--- src/rtl/counter_seq_master.sv ---
// Hardware driver for the counter peripheral: loads samples into its RAM, kicks the search, reads the result.
// Latency: N load writes + SETTLE_CYCLES + kick + irq wait + read/capture/ack/done; one bus op per cycle.
// Backpressure: in_ready is high only in LOAD; upstream stalls simply skip a write cycle.
module counter_seq_master #(
    parameter int unsigned SETTLE_CYCLES  = 2,
    parameter int unsigned TIMEOUT_CYCLES = 65535
) (
    input  logic        clock,
    input  logic        reset,
    input  logic        start,
    input  logic [9:0]  num_words,
    input  logic [15:0] in_data,
    input  logic        in_valid,
    output logic        in_ready,
    output logic        busy,
    output logic        result_valid,
    output logic [15:0] result_start_pos,
    output logic [15:0] result_length,
    output logic        error,
    output logic [1:0]  m_address,
    output logic        m_chipselect,
    output logic        m_read,
    output logic        m_write,
    output logic [31:0] m_writedata,
    input  logic [31:0] m_readdata,
    input  logic        m_irq
);

    typedef enum logic [3:0] {
        S_IDLE, S_LOAD, S_SETTLE, S_KICK, S_WAIT_IRQ,
        S_READ_REQ, S_READ_CAP, S_ACK, S_DONE
    } state_t;

    localparam logic [3:0]  SETTLE_LAST = 4'(SETTLE_CYCLES - 1);
    localparam logic [31:0] TMO_LIMIT   = 32'(TIMEOUT_CYCLES);

    state_t      state_q, state_d;
    logic [9:0]  idx_q, idx_d;
    logic [9:0]  nw_q, nw_d;
    logic [3:0]  settle_q, settle_d;
    logic [31:0] tmo_q, tmo_d;
    logic [31:0] tmo_inc;
    logic        abort_q, abort_d;
    logic        error_q, error_d;
    logic [31:0] res_q, res_d;

    assign tmo_inc          = tmo_q + 32'd1;
    assign error            = error_q;
    assign result_start_pos = res_q[31:16];
    assign result_length    = res_q[15:0];

    always_ff @(posedge clock or posedge reset) begin
        if (reset) begin
            state_q  <= S_IDLE;
            idx_q    <= '0;
            nw_q     <= '0;
            settle_q <= '0;
            tmo_q    <= '0;
            abort_q  <= 1'b0;
            error_q  <= 1'b0;
            res_q    <= '0;
        end else begin
            state_q  <= state_d;
            idx_q    <= idx_d;
            nw_q     <= nw_d;
            settle_q <= settle_d;
            tmo_q    <= tmo_d;
            abort_q  <= abort_d;
            error_q  <= error_d;
            res_q    <= res_d;
        end
    end

    // Bus strobes decode straight from state so an async reset drops them at once.
    always_comb begin
        state_d      = state_q;
        idx_d        = idx_q;
        nw_d         = nw_q;
        settle_d     = settle_q;
        tmo_d        = tmo_q;
        abort_d      = abort_q;
        error_d      = error_q;
        res_d        = res_q;
        in_ready     = 1'b0;
        busy         = (state_q != S_IDLE);
        result_valid = 1'b0;
        m_address    = 2'd0;
        m_chipselect = 1'b0;
        m_read       = 1'b0;
        m_write      = 1'b0;
        m_writedata  = 32'd0;

        case (state_q)
            S_IDLE: begin
                if (start) begin
                    if (num_words != 10'd0 && num_words <= 10'd512) begin
                        error_d = 1'b0;
                        abort_d = 1'b0;
                        idx_d   = 10'd0;
                        nw_d    = num_words;
                        state_d = S_LOAD;
                    end else begin
                        error_d = 1'b1;
                    end
                end
            end
            S_LOAD: begin
                in_ready = 1'b1;
                if (in_valid) begin
                    m_chipselect = 1'b1;
                    m_write      = 1'b1;
                    m_address    = 2'd1;
                    m_writedata  = {6'b0, 1'b1, idx_q[8:0], in_data};
                    idx_d        = idx_q + 10'd1;
                    if (idx_q == nw_q - 10'd1) begin
                        settle_d = 4'd0;
                        state_d  = S_SETTLE;
                    end
                end
            end
            S_SETTLE: begin
                if (settle_q == SETTLE_LAST) begin
                    state_d = S_KICK;
                end else begin
                    settle_d = settle_q + 4'd1;
                end
            end
            S_KICK: begin
                m_chipselect = 1'b1;
                m_write      = 1'b1;
                m_address    = 2'd3;
                m_writedata  = 32'h8000_0000;
                tmo_d        = 32'd0;
                state_d      = S_WAIT_IRQ;
            end
            S_WAIT_IRQ: begin
                // tmo_q == 0 marks the blanking cycle; a late irq still beats the timeout.
                tmo_d = tmo_inc;
                if (tmo_q != 32'd0 && m_irq) begin
                    state_d = S_READ_REQ;
                end else if (tmo_inc == TMO_LIMIT) begin
                    error_d = 1'b1;
                    abort_d = 1'b1;
                    state_d = S_ACK;
                end
            end
            S_READ_REQ: begin
                m_chipselect = 1'b1;
                m_read       = 1'b1;
                m_address    = 2'd2;
                state_d      = S_READ_CAP;
            end
            S_READ_CAP: begin
                res_d   = m_readdata;
                state_d = S_ACK;
            end
            S_ACK: begin
                m_chipselect = 1'b1;
                m_write      = 1'b1;
                m_address    = 2'd3;
                m_writedata  = 32'd0;
                state_d      = S_DONE;
            end
            S_DONE: begin
                result_valid = !abort_q;
                state_d      = S_IDLE;
            end
            default: state_d = S_IDLE;
        endcase
    end

endmodule

--- config.mk ---
export PLATFORM = sky130hd
export DESIGN_NAME = counter_seq_master
export DESIGN_NICKNAME = d
export VERILOG_FILES = /design/src/rtl/counter_seq_master.sv
export SDC_FILE = /design/constraint.sdc
export NUM_CORES = 1
export LEC_CHECK = 0
export CORE_ASPECT_RATIO = 0.7
export CORE_MARGIN = 2
export CORE_UTILIZATION = 46
export CTS_BUF_LIST = sky130_fd_sc_hd__clkbuf_16
export DETAILED_ROUTE_END_ITERATION = 8
export PLACE_DENSITY = 0.78
export SLEW_MARGIN = 15
export SYNTH_ARGS = -nofsm -noshare
export SYNTH_HDL_FRONTEND = slang
export SYNTH_SLANG_ARGS = --single-unit
export TNS_END_PERCENT = 5
--- constraint.sdc ---
create_clock -name clock -period 2.9 [get_ports clock]
set_input_delay 0.435 -clock clock [delete_from_list [all_inputs] [get_ports clock]]
set_output_delay 0.435 -clock clock [all_outputs]
set_load 0.005 [all_outputs]
==> run_results.csv, run 1 <==
group,metric,value,unit
routing,firstDrtPassIters,7,
clock_network,clkSinkCount,94,
floorplanning,placementRows,33,
finish,final_nets,809,
global_route,grt.total_usage,24.74,%
timing,final-hold-violation-count,0,
routing,vias,5308,
global_route,grt_max_degree,52,
timing,period_minus_slack,2736,ps
synth,ys_types,64,
synth,yosysTopAreaCellShare,41.52,%
synth,syn_area,0.005665,mm²
floorplanning,core,0.01185,mm²
floorplanning,die_w,136.6,µm
timing,rsz0062_at_grt,"no",
timing,slew_headroom,44.11,%
routing,drc,0,
finish,final_cell_mix,"130 x clkdlybuf4s50_1, 94 x dfrtp_1, 52 x nand2_1",
timing,worst_clock_skew,8.919,ps
clock_network,cts_tree,"built",
timing,clock.fmax,0.3655,GHz
synth,synthFlopType,"dfrtp_1",
synth,ys_seq_elements,94,
timing,finalSetupViolations,0,
placed_design,portBuffers,130,
clock_network,post_cts_buffers,0,
synth,synth-seq-area-share,41.52,%
timing,worst_pin_slew,832.0,ps
synth,yosys.area.top_type,"dfrtp_1",
finish,final_common_cell,"clkdlybuf4s50_1",
synth,yosysWarnings,0,
routing,viasPerCell,5.891,
routing,wirelength,15830,µm
worst_hold_path,min_path_type,"in -> async",
critical_path,criticalPathCategory,"reg -> out",
placed_design,hpwlAfterDp,11730,µm
finish,multi_input_area,0.003044,mm²
finish,final_core_util,63.30,%
synth,synth_area_leaders,"dfrtp_1 42%, mux2_2 7.8%, o21ai_0 4.4%, nand2_1 3.4%, and3_1 3.2%",
placed_design,place_congestion,0.9475,
floorplanning,io_pins,136,
critical_path,cp.required,2470,ps
global_route,grt_pass1_wl,26320,µm
finish,area_growth,32.40,%
timing,min_period_over_period,94.35,%
routing,routedWlPerCell,17.57,µm
clock_network,htreeDepth,3,
clock_network,path_clk_slew,70,ps
routing,ant_nets,0,
critical_path,slowest_delay,550,ps
power_and_ir_drop,irDropWorstVdd,0.0004889,V
clock_network,cts_resized,0,
critical_path,critPathCaptureType,"primary output",
timing,slew_viol_final,0,
critical_path,crit_path_start_kind,"register",
global_route,antenna_found_initial,0,
synth,synth.avg_cell_area,9.242,µm²
floorplanning,initial_core_util,47.81,%
finish,register_area,0.002352,mm²
critical_path,arrival,2300,ps
global_route,grt_remaining_overflow,0,
power_and_ir_drop,p_leak,3.155,nW
placed_design,pre_cts_ws,-172.9,ps
floorplanning,die_h,96.85,µm
clock_network,clock_latency,350,ps
critical_path,crit_slowest_cell,"dfrtp_1",
timing,setup_ws,163.7,ps
critical_path,crit_chain,"nor4b_2 -> buf_4 -> and3_1 -> clkdlybuf4s50_1",
clock_network,postCtsHoldBufs,0,
clock_network,ctsLongestPathBuffers,2,
synth,synthCells,613,
outcome,status,"finished clean",
critical_path,path_buf_inv,2,
critical_path,path_delay_family,"buffers and inverters",
routing,drt_iter0_drc,506,
synth,synth_edf_count,0,
synth,async_flop_share,100.0,%
run,drv_cap,0,
finish,final_layout_size_suffix_gt1_share,14.25,%
floorplanning,dieArea,0.01323,mm²
finish,diodes,0,
global_route,grt_pass1_vias,5256,
critical_path,cp_max_fo,29,
power_and_ir_drop,pwr_density_cell,791.7,mW/mm²
clock_network,cts_root_buffer,"clkbuf_16",
clock_network,cts_buffers,9,
finish,n_fill_cell,928,
## synth_stat cells, types with 2 or more instances
master and n:
and2_1 4, o21ai_0 50, nor2_1 45, dfrtp_1 94, buf_1 2, nor3b_1 4
inv_1 12, o22a_1 3, o21a_1 4, or4_1 5, nand2b_1 3, o22ai_1 2
o31a_1 2, buf_4 10, nor3_1 17, xor2_1 17, nor2b_1 4, nor4b_1 3
nand3b_1 3, a21oi_1 17, nand4_1 17, and4_1 6, nand4b_1 3, xnor2_1 13
a21o_1 5, nand3_1 17, a211oi_1 3, o31ai_1 19, o41ai_1 5, or2_2 4
a22o_1 2, mux2_2 39, a31oi_1 8, or3_1 3, nor4_2 2, buf_2 2
ha_1 7, and3_1 29, clkbuf_1 37, nand2_1 52, nand4_4 2, nor4_1 15
## kinds of logic (layout without fill, tap and decap cells)
group                      after synthesis  count (layout)  synth area share [%]
and+or+nand+nor                        244             244                 24.25
AOI/OAI and AO/OA                      132             132                 14.89
DFF                                     94              94                 41.52
buffers and inverters                   65             192                 5.168
muxes                                   40              40                 7.928
xor gates and xnor gates                30              30                 4.638
adders and majority gates                7               7                 1.546
other                                    1               5               0.06619
## stage by stage
stage | hold WS [ps] | TNS [ps] | power, W | area (µm²) | std cells
CTS | 361.9 | 0 | 0.005954 | 7501 | 901
floorplan | 440.8 | 0 | 0.003503 | 5680 | 617
global placement | 465.0 | -157.3 | 0.004628 | 7208 | 885
detailed placement | 468.4 | -739.1 | 0.004759 | 7208 | 885
global route | 408.3 | 0 | 0.006317 | 7501 | 901
finish | 361.9 | 0 | 0.005939 | 7501 | 901
## flip-flops by register name, summed over array words and instances (netlist names)
register / count
nw_q: 10
idx_q: 10
settle_q: 4
error: 1
res_q: 32
state_q: 4
tmo_q: 32
abort_q: 1
## metal layers
layer	share of wire [%]	routed length (µm)	up-vias	GRT usage, %
li1	-	-	2488	-
met1	45	7135	2549	35.41
met2	44	7028	243	36.85
met3	9.2	1454	28	6.918
met4	1.4	214	0	6.330
met5	0	0	-	0
## path summary, 6_finish.rpt
check	start	endpoint	slack [ps]	cells after the start
min	reset	res_q[18]$_DFFE_PP0P_	360	2
min in group clock	settle_q[3]$_DFFE_PP0P_	settle_q[3]$_DFFE_PP0P_	480	1
max in group asynchronous	reset	abort_q$_DFFE_PP0P_	1900	3
max reg2reg	tmo_q[4]$_DFFE_PP0P_	error$_DFFE_PP0P_	190	8
min reg2reg	settle_q[3]$_DFFE_PP0P_	settle_q[3]$_DFFE_PP0P_	480	1
max	state_q[1]$_DFFE_PP0P_	m_writedata[19]	160	4
## area by class of cell
class | instances | area share (%)
Multi-Input combinational cell | 458 | 40.58
Sequential cell | 94 | 31.36
Timing Repair Buffer | 164 | 20.92
Clock buffer | 9 | 3.003
Tap cell | 157 | 2.619
Clock inverter | 7 | 0.9008
Inverter | 12 | 0.6172
## where the power goes
group	internal, W	total, W	switching [W]
registers	0.00171	0.00211	0.000401
logic	0.00145	0.00267	0.00122
clock network	0.000604	0.00116	0.000559
## worst reg2reg max path, stage by stage (launching register included)
cell and delay [ps]:
dfrtp_1 500, nand4_1 190, or4_4 650, or3_4 380
mux2i_1 230, nand4_1 140, nor4_2 240, buf_4 180
o22a_1 150
Power figures use the tool's default switching activity.
==> run 2, diff against run 1 <==
- GPL_TIMING_DRIVEN: not set -> 0
- REMOVE_ABC_BUFFERS: not set -> 1
==> run_results.csv, run 2 (synthesis gave the netlist of run 1 again) <==
group,metric,value,unit
floorplanning,die_h,96.85,µm
routing,routedWlPerCell,18.16,µm
finish,final_cells,880,
finish,final_cell_mix,"128 x clkdlybuf4s50_1, 80 x dfrtp_1, 52 x nand2_1",
power_and_ir_drop,clock_power_share,18.9,%
clock_network,cts_tree,"built",
clock_network,clock_latency,350,ps
critical_path,crit_path_start_kind,"input pin",
power_and_ir_drop,internal_power,0.003807,W
power_and_ir_drop,pwr_density_cell,795.0,mW/mm²
timing,clock.fmax,0.3460,GHz
routing,wirelength,15980,µm
critical_path,criticalPathCategory,"in -> reg",
timing,worst_clock_skew,10.99,ps
critical_path,arrival,3170,ps
placed_design,pre_cts_ws,-519.1,ps
worst_hold_path,min_path_type,"reg -> reg",
timing,slew_viol_final,0,
floorplanning,die_w,136.6,µm
critical_path,cpMostUsedCell,"or4_1",
global_route,antenna_found_initial,0,
clock_network,path_clk_slew,70,ps
power_and_ir_drop,p_leak,3.079,nW
critical_path,path_buf_inv,1,
power_and_ir_drop,switching_share,36.39,%
clock_network,ctsLongestPathBuffers,2,
timing,setup_ws,9.974,ps
routing,firstDrtPassIters,5,
global_route,grt_pass1_vias,4824,
critical_path,crit_slowest_cell,"or4_1",
finish,n_fill_cell,910,
power_and_ir_drop,p_seq_share,35.6,%
timing,period_minus_slack,2890,ps
finish,diodes,0,
global_route,grt_max_degree,49,
routing,drc,0,
placed_design,hpwlAfterDp,11500,µm
timing,finalSetupViolations,0,
floorplanning,dieArea,0.01323,mm²
outcome,status,"finished clean",
finish,final_nets,788,
floorplanning,placementRows,33,
timing,slew_headroom,52.39,%
finish,final_layout_size_suffix_gt1_share,15.77,%
routing,vias,5279,
finish,area_growth,32.86,%
clock_network,cts_root_buffer,"clkbuf_16",
global_route,grt.total_usage,23.94,%
floorplanning,initial_core_util,47.81,%
critical_path,critPathCaptureType,"register",
critical_path,crit_chain,"clkdlybuf4s50_1 -> or4_1 -> o31ai_2 -> a31oi_4 -> and4bb_2 -> nand2_1 -> or4_1 -> a21oi_1",
placed_design,place_congestion,0.8760,
critical_path,slowest_delay,610,ps
placed_design,portBuffers,130,
routing,drt_iter0_drc,494,
power_and_ir_drop,p_comb_share,45.5,%
placed_design,placed_cells,858,
routing,ant_nets,0,
critical_path,path_delay_family,"simple AND/OR/NAND/NOR gates",
finish,reg_top3,"res_q: 32 flops, tmo_q: 32 flops",
run,drv_cap,0,
timing,worst_pin_slew,714.1,ps
timing,min_period_over_period,99.66,%
finish,final_common_cell,"clkdlybuf4s50_1",
timing,rsz0062_at_grt,"yes",
power_and_ir_drop,irDropWorstVdd,0.0004295,V
power_and_ir_drop,p_switching,0.002178,W
global_route,grt_remaining_overflow,0,
floorplanning,io_pins,136,
timing,final-hold-violation-count,0,
routing,viasPerCell,5.999,
clock_network,postCtsHoldBufs,0,
clock_network,htreeDepth,3,
global_route,grt_pass1_wl,25230,µm
clock_network,cts_buffers,9,
critical_path,cp_max_fo,5,
critical_path,cp.required,3180,ps
clock_network,clkSinkCount,94,
floorplanning,core,0.01185,mm²
-- run 2: power by group through the flow --
stage | Clock (W) | Sequential, W | Combinational (W)
floorplan | 0 | 0.00206 | 0.00136
global placement | 0 | 0.00211 | 0.00242
detailed placement | 0 | 0.00215 | 0.00261
CTS | 0.00115 | 0.00212 | 0.00270
global route | 0.00121 | 0.00219 | 0.00298
finish | 0.00113 | 0.00213 | 0.00273
-- run 2: layout make-up --
class | instances | area, µm² | share of cell area [%]
sequential | 94 | 2370 | 31.48
timing repair buffer | 143 | 1468 | 19.50
clock inverter | 7 | 56.30 | 0.7480
multi-input combinational | 458 | 3164 | 42.04
inverter | 12 | 47.55 | 0.6316
clock buffer | 9 | 225.2 | 2.992
tap | 157 | 196.4 | 2.610
-- run 2: worst paths after layout --
path / from / end / slack [ps] / depth (start not counted)
min: settle_q[3]$_DFFE_PP0P_ / settle_q[3]$_DFFE_PP0P_ / 490 / 1
max in group asynchronous: reset / state_q[1]$_DFFE_PP0P_ / 1730 / 3
min reg2reg: settle_q[3]$_DFFE_PP0P_ / settle_q[3]$_DFFE_PP0P_ / 490 / 1
min in group asynchronous: reset / res_q[5]$_DFFE_PP0P_ / 500 / 2
max: num_words[5] / idx_q[7]$_DFFE_PP0P_ / 10 / 8
max reg2reg: tmo_q[1]$_DFFE_PP0P_ / abort_q$_DFFE_PP0P_ / 100 / 9
-- run 2: per-layer routing --
| layer | GRT usage [%] | vias to the layer above | part of all wire [%] |
|---|---|---|---|
| met4 | 5.369 | 0 | 1.3 |
| met3 | 5.765 | 19 | 9.2 |
| li1 | - | 2451 | - |
| met2 | 35.58 | 252 | 44 |
| met5 | 0 | - | 0 |
| met1 | 35.28 | 2557 | 46 |
-- run 2: through the flow --
stage               area, µm²  power (W)  util [%]  setup TNS, ps  hold WS, ps
floorplan                5433   0.003421         -          -7542        440.8
global placement         6930   0.004527     58.48        -227660        466.9
detailed placement       7071   0.004762     59.67          -6242        479.2
CTS                      7443   0.005958     62.81         -13.30        489.2
global route             7527   0.006369     63.52         -125.2        513.4
finish                   7527   0.005984     63.52              0        487.6
-- run 2: what timing repair did --
action / 4_1_cts / 5_1_grt
endpoints found under the setup margin: 24 / 34
pin swaps: 2 / 2
setup buffers: 6 / 0
gates resized for setup: 14 / 25
